`src/rtl/mips_pkg.sv`:
```
// Shared pipeline definitions: control-bundle layout, bubble encoding and
// the hard-wired zero register index.
package mips_pkg;

  localparam int CTRL_W     = 12;
  localparam int CTRL_REGWR = 0;
  localparam int CTRL_MEMRD = 1;
  localparam int CTRL_MEMWR = 2;
  localparam int CTRL_NOP   = 0;

  localparam logic [4:0] REG_ZERO = 5'd0;

endpackage

```
`src/rtl/id_ex_stage_sat_counter.sv`:
```
// Saturating up-counter with asynchronous active-low clear; sticks at all-ones.
module sat_counter #(
  parameter int WIDTH = 16
) (
  input  logic             clk,
  input  logic             clear_n,
  input  logic             inc,
  output logic [WIDTH-1:0] count
);

  always_ff @(posedge clk or negedge clear_n) begin
    if (!clear_n) begin
      count <= '0;
    end else if (inc && (count != {WIDTH{1'b1}})) begin
      count <= count + WIDTH'(1);
    end
  end

endmodule

```
`src/rtl/id_ex_stage.sv`:
```
// ID/EX pipeline register with load-use stall detection, flush bubbles and
// saturating stall/flush event counters.
module id_ex_stage #(
  parameter int DATA_W = 32,
  parameter int CTRL_W = mips_pkg::CTRL_W,
  parameter int CNT_W  = 16
) (
  input  logic              clk,
  input  logic              reset,
  input  logic [DATA_W-1:0] ID_PC,
  input  logic [DATA_W-1:0] ID_BusA,
  input  logic [DATA_W-1:0] ID_BusB,
  input  logic [DATA_W-1:0] ID_Imm,
  input  logic [4:0]        ID_Rs,
  input  logic [4:0]        ID_Rt,
  input  logic [4:0]        ID_Rd,
  input  logic              ID_UsesRt,
  input  logic [CTRL_W-1:0] ID_Ctrl,
  input  logic              Flush,
  output logic [DATA_W-1:0] ID_EX_PC,
  output logic [DATA_W-1:0] ID_EX_BusA,
  output logic [DATA_W-1:0] ID_EX_BusB,
  output logic [DATA_W-1:0] ID_EX_Imm,
  output logic [4:0]        ID_EX_Rs,
  output logic [4:0]        ID_EX_Rt,
  output logic [4:0]        ID_EX_Rd,
  output logic [CTRL_W-1:0] ID_EX_Ctrl,
  output logic              ID_EX_RegWr,
  output logic              ID_EX_Valid,
  output logic              Stall,
  output logic [CNT_W-1:0]  StallCnt,
  output logic [CNT_W-1:0]  FlushCnt
);

  localparam logic [CTRL_W-1:0] BUBBLE_CTRL = CTRL_W'(mips_pkg::CTRL_NOP);

  logic hazard;
  logic bubble;
  logic stall_event;

  // A load in EX whose destination is read by the instruction in ID.
  assign hazard = ID_EX_Ctrl[mips_pkg::CTRL_MEMRD] & ID_EX_Valid &
                  (ID_EX_Rt != mips_pkg::REG_ZERO) &
                  ((ID_EX_Rt == ID_Rs) | (ID_UsesRt & (ID_EX_Rt == ID_Rt)));

  assign bubble      = Flush | hazard;
  assign stall_event = hazard & ~Flush;
  assign Stall       = stall_event & reset;
  assign ID_EX_RegWr = ID_EX_Ctrl[mips_pkg::CTRL_REGWR];

  // Bubbles zero every field so forwarding compares never match them.
  always_ff @(posedge clk or negedge reset) begin
    if (!reset) begin
      ID_EX_PC    <= '0;
      ID_EX_BusA  <= '0;
      ID_EX_BusB  <= '0;
      ID_EX_Imm   <= '0;
      ID_EX_Rs    <= mips_pkg::REG_ZERO;
      ID_EX_Rt    <= mips_pkg::REG_ZERO;
      ID_EX_Rd    <= mips_pkg::REG_ZERO;
      ID_EX_Ctrl  <= BUBBLE_CTRL;
      ID_EX_Valid <= 1'b0;
    end else if (bubble) begin
      ID_EX_PC    <= '0;
      ID_EX_BusA  <= '0;
      ID_EX_BusB  <= '0;
      ID_EX_Imm   <= '0;
      ID_EX_Rs    <= mips_pkg::REG_ZERO;
      ID_EX_Rt    <= mips_pkg::REG_ZERO;
      ID_EX_Rd    <= mips_pkg::REG_ZERO;
      ID_EX_Ctrl  <= BUBBLE_CTRL;
      ID_EX_Valid <= 1'b0;
    end else begin
      ID_EX_PC    <= ID_PC;
      ID_EX_BusA  <= ID_BusA;
      ID_EX_BusB  <= ID_BusB;
      ID_EX_Imm   <= ID_Imm;
      ID_EX_Rs    <= ID_Rs;
      ID_EX_Rt    <= ID_Rt;
      ID_EX_Rd    <= ID_Rd;
      ID_EX_Ctrl  <= ID_Ctrl;
      ID_EX_Valid <= 1'b1;
    end
  end

  sat_counter #(.WIDTH(CNT_W)) u_stall_cnt (
    .clk     (clk),
    .clear_n (reset),
    .inc     (stall_event),
    .count   (StallCnt)
  );

  sat_counter #(.WIDTH(CNT_W)) u_flush_cnt (
    .clk     (clk),
    .clear_n (reset),
    .inc     (Flush),
    .count   (FlushCnt)
  );

endmodule

```
`config.mk`:
```
export PLATFORM = sky130hd
export DESIGN_NAME = id_ex_stage
export DESIGN_NICKNAME = d
export VERILOG_FILES = /design/src/rtl/mips_pkg.sv /design/src/rtl/id_ex_stage_sat_counter.sv /design/src/rtl/id_ex_stage.sv
export SDC_FILE = /design/constraint.sdc
export NUM_CORES = 1
export LEC_CHECK = 0
export ABC_AREA = 0
export BUFFER_PORTS_ARGS = -buffer_cell sky130_fd_sc_hd__buf_2
export CELL_PAD_IN_SITES_DETAIL_PLACEMENT = 1
export CELL_PAD_IN_SITES_GLOBAL_PLACEMENT = 2
export CORE_MARGIN = 5
export CORE_UTILIZATION = 27
export CTS_CLUSTER_DIAMETER = 200
export DETAILED_ROUTE_END_ITERATION = 6
export HOLD_SLACK_MARGIN = 0.1
export PLACE_DENSITY = 0.75
export RECOVER_POWER = 25
export SLEW_MARGIN = 15
export SYNTH_ARGS = -nofsm -noshare
export SYNTH_HDL_FRONTEND = slang
export SYNTH_SLANG_ARGS = --single-unit
```
`constraint.sdc`:
```
create_clock -name clk -period 2.5 [get_ports clk]
set_clock_uncertainty 0.1 [all_clocks]
set_input_delay 0.5 -clock clk [delete_from_list [all_inputs] [get_ports clk]]
set_output_delay 0.5 -clock clk [all_outputs]
set_load 0.03 [all_outputs]
```
After elaboration in Yosys (flattened, before gate mapping)
Index checks and enable logic that the tools add are counted.
{"block": "op_classes", "n_addsub": 2, "eq_ne": 4, "mux": 9, "n_bitwise": 9, "n_reduce_logical": 3}
{"operator": "$mux W32", "count": 4}
{"operator": "$add A16 B1 Y16 const B", "count": 2}
{"operator": "$ne A16 B16 Y1 const B", "count": 2}
{"operator": "$mux W5", "count": 3}
{"operator": "$mux W12", "count": 1}
{"operator": "$eq A5 B5 Y1", "count": 2}
{"operator": "$and A1 B1 Y1", "count": 6}
{"operator": "$reduce_bool A5 Y1", "count": 1}
{"operator": "$logic_and A1 B1 Y1", "count": 2}
{"operator": "$or A1 B1 Y1", "count": 2}
{"operator": "$mux W1", "count": 1}
{"operator": "$not A1 Y1", "count": 1}
{"block": "totals", "regBits": 188, "input_bits": 159}

Longest topological paths before layout
{"block": "depth", "depth_word": 6, "depth_mapped": 8, "depth_no_buf": 7}

By module
Synthesis repeated with hierarchy kept, for this count alone.
{"block": "hier_totals", "cells_unflattened": 689, "area_unflattened_um2": 8425.6}
{"mod": "id_ex_stage", "n_inst": 1, "cells_each": 540, "area_each_um2": 6681.4}
{"mod": "sat_counter at u_stall_cnt", "n_inst": 1, "cells_each": 77, "area_each_um2": 884.6}
{"mod": "sat_counter at u_flush_cnt", "n_inst": 1, "cells_each": 72, "area_each_um2": 859.6}

Worst setup path after synthesis
OpenSTA, ideal clock, no wires.
{"block": "synth_path", "kind": "reg2out", "start": "reg ID_EX_Rt[4]", "end": "out Stall", "t_arrival_ns": 1.946, "setup_slack_ns": -0.046, "path_stages_with_launch": 7, "n_path_buf": 1, "cell_sequence": "dfrtp_1 -> xor2_1 -> nor4_1 -> nand3_1 -> a21oi_2 -> buf_2 -> and3b_1"}
{"block": "synth_between", "elab_chain_len": 6, "elab_cells_between_ends": 9, "classes_between": "eq/ne: 2; bitwise: 6; reduce/logical: 1"}
{"item": "from (decl)", "line_no": "id_ex_stage.sv:25", "source": "output logic [4:0] ID_EX_Rt,"}
{"item": "from (signal assigned)", "line_no": "id_ex_stage.sv:59", "source": "ID_EX_Rt <= mips_pkg::REG_ZERO;"}
{"item": "from (signal assigned)", "line_no": "id_ex_stage.sv:69", "source": "ID_EX_Rt <= mips_pkg::REG_ZERO;"}
{"item": "from (signal assigned)", "line_no": "id_ex_stage.sv:79", "source": "ID_EX_Rt <= ID_Rt;"}
{"item": "$eq A5 B5 Y1", "line_no": "id_ex_stage.sv:44", "source": "((ID_EX_Rt == ID_Rs) | (ID_UsesRt & (ID_EX_Rt == ID_Rt)));"}
{"item": "$and A1 B1 Y1", "line_no": "id_ex_stage.sv:44"}
{"item": "$or A1 B1 Y1", "line_no": "id_ex_stage.sv:44"}
{"item": "$and A1 B1 Y1 (*)", "line_no": "id_ex_stage.sv:43", "source": "(ID_EX_Rt != mips_pkg::REG_ZERO) &"}
{"item": "$and A1 B1 Y1 (*)", "line_no": "id_ex_stage.sv:47", "source": "assign stall_event = hazard & ~Flush;"}
{"item": "$and A1 B1 Y1 (*)", "line_no": "id_ex_stage.sv:48", "source": "assign Stall = stall_event & reset;"}
{"item": "to (decl)", "line_no": "id_ex_stage.sv:30", "source": "output logic Stall,"}
Mark *: on every way between the ends. The rest lies on a longest branch, timed or not.

Worst setup path after layout
{"block": "layout_path", "start": "reg ID_EX_Rt[1]", "end": "out Stall"}
The elaborated chain is that of the path after synthesis.

==> results summary <==
Yosys mapped the design onto 36 distinct sky130hd cell types. The met3 layer usage reported by global route is approximately 6.7%. In this run the most critical hold path is launched from ID_PC[22].

The cell sitting at the root of the clock tree is a sky130_fd_sc_hd__clkbuf_16. The area growth from synthesis to final layout is 41.7%. The average cell area after synthesis is about 14 um2.

The static leakage came out at 4.83 nW. Synthesis produced a netlist with a net count of 647. The worst hold path terminates at ID_EX_PC[22].

The clock share of power came out at between 30% and 40%. The clock-pin slew on the worst setup and hold paths came out at 0.08 ns. The number of maximum-capacitance violations is 0. The sequential fraction of the synthesis area came out at a little under three quarters.

The largest voltage drop on the vdd net is 346 uV. Cell internal power was estimated by the tool at roughly 5 mW. The I/O pin total is 349. The final routed wirelength across all metal layers came out at 20300 um.

The fill cell instance count of the final layout is 2770. The count of routing violations after the opening detailed-route iteration is 235. The accumulated negative setup slack came out at -0.110 ns. Of the post-synthesis cell area, the dominant cell type holds 71.3%. The fraction of registers with async set or reset after synthesis is 100%. Yosys attributes the largest share of cell area to sky130_fd_sc_hd__dfrtp_1 (71%), sky130_fd_sc_hd__and2_1 (15%), sky130_fd_sc_hd__xnor2_1 (3.6%), sky130_fd_sc_hd__nand3_1 (1.7%), sky130_fd_sc_hd__xor2_1 (1.3%). In this run the critical register-to-register path is captured at ID_EX_BusA[4].

In this run the power density over the cells is ~760 mW/mm2. The sum of net half-perimeters after detailed placement came out at 15500 um. The hold path depth came out at 2. For this configuration, the core starts out at a cell density of 27.3%. TritonCTS built the clock tree.

The final net count came out at 1012. The worst endpoint data arrival time is 2.01 ns. The number of hold-slack violations in the final timing report was 0.

The final reports fail on negative setup slack. The number of global-route vias before repair came out at 5302. The number of endpoints failing setup at the final stage is 1. The detail route stage leaves a number of antenna-violating nets equal to 0. The x dimension of the die came out at 166 um. The worst setup path is launched from a flip-flop. Among all flip-flop cells after synthesis, the most frequent one is sky130_fd_sc_hd__dfrtp_1. The largest net degree at the start of global routing is 103. The top cell types in the final layout, fill and taps aside, are sky130_fd_sc_hd__buf_2 (286), sky130_fd_sc_hd__dfrtp_1 (187), sky130_fd_sc_hd__and2_1 (155).

The fraction of the cycle the final worst path needs came out at 104%. At the worst endpoint, the required time is 1.90 ns. The met2 track demand over resource is 25.3%. The relative contribution of combinational cells to total power came out at between 15 and 20%. The switching part of the total power is 30.4%. The sequential group share of total power came out at roughly 47%.

The weighted congestion reported at the end of routability-driven placement came out at 0.763. The total track usage came out at 14.6%. The total net switching power came out at 2.16 mW.

The worst slack after detailed placement came out at 0.140 ns. The number of warnings reported in the yosys synthesis log came out at 0. In this run, synthesis inferred 0 flip-flops with an integrated enable.

In this run the cell area of the synthesized design comes to 0.00660 mm2. The critical path is of the flip-flop to primary output type. The met1 global-route usage came out at around 16%. Counting the buffers created by CTS gives 17.

STA classifies the critical path endpoint as a primary output. The flow ran to the end, but the final reports show violations. The clock insertion delay at the later pin of the skew report came out at around 0.42 ns. The min-delay analysis places its worst path in the category input port to flip-flop. The highest fanout seen on the critical path is 2. Setup slack on the critical path of the routed design comes to -0.110 ns.

Counting flops and latches in the post-synthesis netlist gives 188. Setup repair after global routing could not meet its margin everywhere. The area of the core is between 0.02 and 0.025 mm2.

After detailed routing, the number of remaining DRC violations is 0. The startpoint identified for the worst register-to-register timing path is ID_EX_Rt[1]. The worst slew margin relative to its limit came out at 37.3%. The number of sinks handled by clock tree synthesis came out at about 190. The full die area is 0.0277 mm2.

The share of layout cells above drive strength 1 came out at 40.2%. Using the TritonRoute via totals, the vias-per-cell ratio works out to between 4 and 5. Static timing analysis puts the maximum clock frequency at 0.383 GHz. The total congestion overflow is 0. The first global-routing pass estimated 31500 um of wire. The time the worst path needs with I/O delays and setup is 2.61 ns. The final number of max-transition violations came to 0. The most utilized layer in the global route result is met2. The number of antenna violations at the first check in global routing came out at 2. The total number of H-tree levels is 4. The total number of vias is 4875. The post-synthesis cell type with the largest combined area is sky130_fd_sc_hd__dfrtp_1. The post-route total power is 7.09 mW. Leaving out fill and tap cells, the most frequent cell in the layout is sky130_fd_sc_hd__buf_2.

The first TritonRoute pass finished after 4 iterations. The die is 166 um tall. The number of input and output port buffers inserted came out at 348. The placement row count is 57.

The logic depth of the worst register-to-register path is 8. The largest buffer count on any clock path came out at 2. The pin slew with the least headroom to its limit came out at between 0.9 and 1 ns. The count of mapped cells out of synthesis is between 400 and 500. After detailed routing, the average wire length per cell comes to between 15 and 20 um. The reg-to-reg setup timing slack came out at 0.16 ns.
per-layer routing:
layer  wire (um)  vias up
li1            -     2267
met1        7720     2371
met2       10200      216
met3        2080       17
met4         221        4
met5          27        -
power groups by stage:
stage                     Sequential [mW]  Clock [mW]  Combinational (mW)
after floorplan                      3.78           0               0.238
after global placement               3.40           0                1.09
after detailed placement             3.40           0                1.11
after CTS                            3.34        2.79                1.11
after global routing                 3.37        2.92                1.17
final                                3.34        2.67                1.07
logic make-up (layout without fill, tap and decap cells):
| family | count (synthesis) | after routing | synth area share (%) |
|---|---|---|---|
| XOR/XNOR | 37 | 37 | 4.91 |
| other | 0 | 1 | 0 |
| flip-flops | 188 | 188 | 71.3 |
| buffers and inverters | 22 | 400 | 1.59 |
| AND/OR/NAND/NOR | 227 | 227 | 20.6 |
| multiplexers | 2 | 2 | 0.398 |
| adder cells (fa/ha/maj) | 2 | 2 | 0.379 |
| AO/OA/AOI/OAI | 8 | 8 | 0.834 |
timing repair:
item                                    4_1_cts  5_1_grt
resized for setup                             3        3
hold buffers                                  1        0
pin swaps                                     1        4
endpoints found under the hold margin        30        0
setup buffers                                 2        4
endpoints found under the setup margin        1        1
flip-flops by register name, indices dropped and copies added (netlist names):
signal	count
ID_EX_Valid	1
ID_EX_Rs	5
u_stall_cnt.count	16
ID_EX_Rt	5
ID_EX_Ctrl	12
ID_EX_Rd	5
ID_EX_PC	32
ID_EX_BusA	32
u_flush_cnt.count	16
ID_EX_BusB	32
ID_EX_Imm	32
worst max path at each step:
stage	from	to	slack [ns]	cells after the start
floorplan	ID_EX_Rt[4]	Stall	0.01	6
global placement	ID_Rt[4]	Stall	0.16	7
detailed placement	ID_Rt[0]	Stall	0.14	7
CTS	ID_EX_Rt[2]	Stall	-0.18	5
global route	ID_EX_Rt[1]	Stall	-0.20	7
finish	ID_EX_Rt[1]	Stall	-0.11	5
cells in the mapped netlist (2+ instances only):
library cell	count
sky130_fd_sc_hd__and2_1	155
sky130_fd_sc_hd__and3_1	3
sky130_fd_sc_hd__and4_1	3
sky130_fd_sc_hd__buf_2	2
sky130_fd_sc_hd__buf_4	2
sky130_fd_sc_hd__clkbuf_1	11
sky130_fd_sc_hd__clkbuf_2	4
sky130_fd_sc_hd__dfrtp_1	188
sky130_fd_sc_hd__ha_1	2
sky130_fd_sc_hd__inv_1	2
sky130_fd_sc_hd__nand2_1	11
sky130_fd_sc_hd__nand2b_1	2
sky130_fd_sc_hd__nand3_1	23
sky130_fd_sc_hd__nand4_1	8
sky130_fd_sc_hd__nor2_1	10
sky130_fd_sc_hd__nor3_1	4
sky130_fd_sc_hd__o21a_1	2
sky130_fd_sc_hd__xnor2_1	27
sky130_fd_sc_hd__xor2_1	10
cell type report:
class / count / area (um2) / share of cell area [%]
clock buffer: 17 / 425 / 4.55
tap: 324 / 405 / 4.33
sequential: 188 / 4710 / 50.3
clock inverter: 15 / 154 / 1.65
inverter: 2 / 7.51 / 0.0803
antenna: 1 / 2.50 / 0.0268
timing repair buffer: 366 / 1850 / 19.8
multi-input combinational: 276 / 1800 / 19.3
critical path, cell delays in order (launching register included):
cell and delay (ns):
sky130_fd_sc_hd__dfrtp_1 0.40, sky130_fd_sc_hd__or4_4 0.54, sky130_fd_sc_hd__o211ai_1 0.22, sky130_fd_sc_hd__a21oi_2 0.07, sky130_fd_sc_hd__and3b_2 0.23, sky130_fd_sc_hd__buf_6 0.14
metrics by stage:
stage / hold WS [ns] / util, % / std cells / cell area [um2]
after CTS: 0.146 / 38.9 / 1184 / 9400
after detailed placement: 0.328 / 36.3 / 1149 / 8780
final: 0.171 / 38.7 / 1189 / 9350
after global routing: 0.139 / 38.7 / 1188 / 9350
after floorplan: 0.104 / - / 486 / 6600
after global placement: 0.331 / 36.3 / 1149 / 8780
Power figures use the tool's default switching activity.
